--- config.mk ---
export PLATFORM = sky130hd
export DESIGN_NAME = rv32im_mul_seq
export DESIGN_NICKNAME = d
export VERILOG_FILES = /design/src/rtl/rv32im_mul_seq.sv
export SDC_FILE = /design/constraint.sdc
export NUM_CORES = 1
export LEC_CHECK = 0
export BUFFER_PORTS_ARGS = -buffer_cell sky130_fd_sc_hd__buf_2
export CORE_MARGIN = 5
export CORE_UTILIZATION = 35
export DETAILED_ROUTE_END_ITERATION = 8
export GPL_TIMING_DRIVEN = 0
export HOLD_SLACK_MARGIN = 0.06
export PLACE_DENSITY = 0.57
export SETUP_SLACK_MARGIN = 0.2
export SLEW_MARGIN = 20
export SYNTH_ARGS = -nofsm -noshare
export SYNTH_HDL_FRONTEND = slang
export SYNTH_SLANG_ARGS = --single-unit
--- constraint.sdc ---
create_clock -name clk_i -period 7.1 [get_ports clk_i]
set_clock_uncertainty 0.05 [all_clocks]
set_input_delay 1.42 -clock clk_i [delete_from_list [all_inputs] [get_ports clk_i]]
set_output_delay 1.42 -clock clk_i [all_outputs]
set_load 0.005 [all_outputs]
--- src/rtl/rv32im_mul_seq.sv ---
// rv32im_mul_seq: sequential shift-add multiplier for MUL/MULH/MULHSU/MULHU.
// Operands are reduced to magnitudes at start. RUN retires BITS_PER_CYCLE
// multiplier bits per cycle into a 2*XLEN accumulator. FIX restores the
// sign and selects the low or high result word.
// Optional feature: define RV32IM_MUL_EARLY_OUT_EN to leave RUN as soon as
// the remaining multiplier bits are all zero (data-dependent latency).
module rv32im_mul_seq #(
   parameter int XLEN           = 32,
   parameter int BITS_PER_CYCLE = 1
) (
   input  logic            clk_i,
   input  logic            reset_i,
   input  logic            start_i,
   input  logic [1:0]      mode_i,
   input  logic [XLEN-1:0] operand1_i,
   input  logic [XLEN-1:0] operand2_i,
   output logic            busy_o,
   output logic            valid_o,
   output logic [XLEN-1:0] result_o
);

   localparam int N = XLEN / BITS_PER_CYCLE;

   typedef enum logic [1:0] {IDLE, RUN, FIX} state_t;

   state_t              state, state_next;
   logic [1:0]          mode;
   logic                sign;
   logic [2*XLEN-1:0]   mcand, acc, partial, prod;
   logic [XLEN-1:0]     mplier, mag1, mag2;
   logic                neg1, neg2;
   logic                last;

`ifdef RV32IM_MUL_EARLY_OUT_EN
   localparam bit EARLY_OUT = 1'b1;

   // RUN ends on the cycle that shifts the last nonzero multiplier bit out
   always_comb begin
      last = ((mplier >> BITS_PER_CYCLE) == '0);
   end
`else
   localparam bit EARLY_OUT = 1'b0;
   localparam int CW = $clog2(N) + 1;

   logic [CW-1:0] cnt;

   // Count RUN cycles; cleared on every accepted start
   always_ff @(posedge clk_i) begin
      if (reset_i)
         cnt <= '0;
      else if (state == IDLE && start_i)
         cnt <= '0;
      else if (state == RUN)
         cnt <= cnt + CW'(1);
   end

   always_comb begin
      last = (cnt == CW'(N - 1));
   end
`endif

   // Operand conditioning: rs1 is signed for MULH/MULHSU, rs2 only for MULH
   always_comb begin
      neg1 = ((mode_i == 2'b01) || (mode_i == 2'b10)) && operand1_i[XLEN-1];
      neg2 = (mode_i == 2'b01) && operand2_i[XLEN-1];
      mag1 = neg1 ? (~operand1_i + XLEN'(1)) : operand1_i;
      mag2 = neg2 ? (~operand2_i + XLEN'(1)) : operand2_i;
   end

   // Partial product of this cycle's multiplier digit and the signed-corrected product
   always_comb begin
      partial = mcand * {{(2*XLEN-BITS_PER_CYCLE){1'b0}}, mplier[BITS_PER_CYCLE-1:0]};
      prod    = sign ? (~acc + (2*XLEN)'(1)) : acc;
   end

   // State register
   always_ff @(posedge clk_i) begin
      if (reset_i)
         state <= IDLE;
      else
         state <= state_next;
   end

   // Next-state logic; a start is only seen in IDLE, so busy starts are dropped
   always_comb begin
      state_next = state;
      case (state)
         IDLE: if (start_i) state_next = (EARLY_OUT && mag2 == '0) ? FIX : RUN;
         RUN:  if (last)    state_next = FIX;
         FIX:               state_next = IDLE;
         default:           state_next = IDLE;
      endcase
   end

   // FSM outputs: an operation is in flight through RUN and FIX
   always_comb begin
      busy_o = (state != IDLE);
   end

   // Datapath: load at start, shift-add in RUN, sign fix and word select in FIX
   always_ff @(posedge clk_i) begin
      if (reset_i) begin
         mode     <= '0;
         sign     <= 1'b0;
         mcand    <= '0;
         mplier   <= '0;
         acc      <= '0;
         result_o <= '0;
         valid_o  <= 1'b0;
      end else begin
         case (state)
            IDLE: if (start_i) begin
               mode    <= mode_i;
               sign    <= neg1 ^ neg2;
               mcand   <= {{XLEN{1'b0}}, mag1};
               mplier  <= mag2;
               acc     <= '0;
               valid_o <= 1'b0;
            end
            RUN: begin
               acc    <= acc + partial;
               mcand  <= mcand << BITS_PER_CYCLE;
               mplier <= mplier >> BITS_PER_CYCLE;
            end
            FIX: begin
               result_o <= (mode == 2'b00) ? prod[XLEN-1:0] : prod[2*XLEN-1:XLEN];
               valid_o  <= 1'b1;
            end
            default: ;
         endcase
      end
   end

endmodule

==> results.sh <==
export IMPL_status="finished, final reports clean"
export IMPL_clockBufferDepth=3
export IMPL_grtUsageTotal_pct=21.5
export IMPL_drtIter0Drc=1299
export IMPL_postSynthAreaPerCell_sq_um=7.50
export IMPL_grt_pass1_vias=13611
export IMPL_hold_depth=1
export IMPL_ctsHoldBuffers=0
export IMPL_cp_arrival_ns=6.37
export IMPL_ys_seq_area_share_pct=29.2
export IMPL_power_leakage_nw=6.55
export IMPL_vias_per_cell=5.58
export IMPL_fin_crit_sh_pct=84.7
export IMPL_antenna_found_initial=0
export IMPL_synth_top_area_cell="dfxtp_1"
export IMPL_reg2reg_depth=17
export IMPL_grt_setup_unrepaired="no"
export IMPL_numCtsBuffers=25
export IMPL_gr_total_overflow=0
export IMPL_die_h_um=210
export IMPL_fin_nets=2132
export IMPL_worst_pin_slew_ns=0.903
export IMPL_dp_hpwl_mm=38.5
export IMPL_switchingPower_w=0.000836
export IMPL_max_cap_violations=0
export IMPL_setup_viol=0
export IMPL_syn_to_final_growth_pct=14.3
export IMPL_core_area_sq_um=39600
export IMPL_wl_per_cell_um=19.3
export IMPL_worst_path_max_fanout=10
export IMPL_synth_ff_type="dfxtp_1"
export IMPL_gp_congestion=0.962
export IMPL_insertion_delay_ns=0.55
export IMPL_cp_end_kind="flip-flop"
export IMPL_cts_resized=0
export IMPL_switching_share_pct=28.5
export IMPL_cp_required_ns=7.46
export IMPL_p_int_w=0.00210
export IMPL_num_vias=14169
export IMPL_syn_nets=2003
export IMPL_layout_min_cycle_time_ns=6.02
export IMPL_power_w=0.00294
export IMPL_drv_slew=0
export IMPL_hold_path_class="reg2reg"
export IMPL_num_rows=73
export IMPL_ys_warn_count=0
export IMPL_netlist_area_sq_um=14000
export IMPL_syn_inst=1865
export IMPL_seqPwrFrac_pct=41.1
export IMPL_synth_cell_type_count=64
export IMPL_yosysMostFrequentCell="nand2_1"
export IMPL_dr_pass1_iters=6
export IMPL_ys_top_cells_by_count="260 x nand2_1, 216 x a21oi_1, 204 x dfxtp_1, 127 x o21ai_0, 111 x clkbuf_1"
export IMPL_die_area_sq_um=44100
export IMPL_power_density_nw_per_um2=184
export IMPL_finalSetupTns_ns=0
export IMPL_async_flop_share_pct=0
export IMPL_io_buffers=102
export IMPL_irDropWorstVdd_mv=0.168
export IMPL_initial_core_util_pct=35.3
export IMPL_synth_area_top_cells="dfxtp_1 29%, a21oi_1 7.7%, nand2_1 7.0%, ha_1 6.1%, xnor2_1 5.2%"
export IMPL_wirelength_mm=49.0
export IMPL_post_cts_buffers=0
export IMPL_grt_max_degree=13
export IMPL_cts_clk_slew_worst_paths_ns=0.07
export IMPL_clockPowerShare_pct=44.4
export IMPL_root_buffer="clkbuf_16"
export IMPL_synth_top_area_share_pct=29.2
export IMPL_synth_edf_count=0
export IMPL_drc=0
export IMPL_crit_type="reg2reg"
export IMPL_cp_start_kind="flip-flop"
export IMPL_hold_viol=0
export IMPL_cts_sinks=204
export IMPL_max_freq_mhz=166
export IMPL_num_io_pins=103
export IMPL_die_width_um=210
export IMPL_diodes=0
export IMPL_cts_max_level=1
export IMPL_ys_seq_elements=204
export IMPL_drive_gt1_share_pct=8.05
export IMPL_ant_nets=0
export IMPL_slew_headroom_pct=39.8
export IMPL_cts_tree="built"
export IMPL_grt_pass1_wl_mm=76.9
export IMPL_combPwrFrac_pct=14.5
[cell type report]
class,count,area [sq um]
timing repair buffer,102,510
inverter,30,113
buffer,119,452
clock buffer,33,686
sequential,204,4080
clock inverter,12,143
tap,525,657
multi-input combinational,1512,9340
fill,4212,23700
[worst max-delay path: stages, from the launching register on]
cell and delay, ns:
dfxtp_1 0.40, clkbuf_1 0.63, clkbuf_1 0.34, and2_1 0.23, ha_1 0.23, clkbuf_1 0.20
and4_1 0.29, and3_1 0.20, a221o_1 0.31, a31oi_1 0.28, a211oi_1 0.21, nor4b_1 0.64
o41ai_1 0.24, a221oi_1 0.54, o21ai_0 0.35, a221oi_1 0.44, xor2_1 0.19, o21ai_0 0.09
[metrics by stage]
stage | hold WS (ns) | util (%) | area (sq um) | std cells | setup WS [ns]
floorplan | 0.379 | - | 14000 | 1865 | 3.09
global placement | 0.381 | 38.2 | 15200 | 2492 | 1.12
CTS | 0.401 | 40.3 | 16000 | 2537 | 1.12
finish | 0.397 | 40.3 | 16000 | 2537 | 1.08
detailed placement | 0.385 | 38.2 | 15200 | 2492 | 1.16
global route | 0.415 | 40.3 | 16000 | 2537 | 0.743
[state kept, by name (all words and copies together) (netlist names)]
name,cells
state,2
result_o,32
mcand,64
acc,64
cnt,6
sign,1
mplier,32
mode,2
valid_o,1
[power groups by stage]
stage	clock network [W]	registers, W	logic (W)
2_1_floorplan	0	0.00122	0.000273
3_3_place_gp	0	0.00123	0.000419
3_5_place_dp	0	0.00123	0.000422
4_1_cts	0.00133	0.00120	0.000423
5_1_grt	0.00138	0.00121	0.000471
6_report	0.00130	0.00121	0.000427
[kinds of logic after synthesis]
| family | Yosys count | share of synthesized area, % |
|---|---|---|
| buffers and inverters | 149 | 4.04 |
| and+or+nand+nor | 658 | 22.5 |
| xor gates and xnor gates | 143 | 8.96 |
| muxes | 5 | 0.358 |
| adders and majority gates | 69 | 6.23 |
| DFF | 204 | 29.2 |
| AOI/OAI and AO/OA | 637 | 28.7 |
[per-layer routing]
layer,track usage (%),vias up,wire (um)
met4,5.87,0,1310
met1,30.4,6622,23000
met5,0,-,0
li1,-,7012,-
met2,34.6,462,21700
met3,2.81,73,2980
[placed cells by master (no fill, tap or decap), types with 55 or more instances in the layout]
cell,synthesis,final
nor2_1,107,107
nand2_1,260,260
ha_1,68,68
xnor2_1,83,83
o21ai_0,127,127
xor2_1,60,60
and2_1,71,71
nand3_1,55,55
clkbuf_1,111,116
buf_2,1,103
a22oi_1,60,60
a21oi_1,216,216
dfxtp_1,204,204
[final timing paths]
path	startpoint	slack, ns	to
min reg2reg	result_o[30]	0.40	result_o[30]
max reg2reg	mplier[0]	1.08	acc[60]
max	mplier[0]	1.08	acc[60]
min	result_o[30]	0.40	result_o[30]
(Power assumes the default switching activity.)
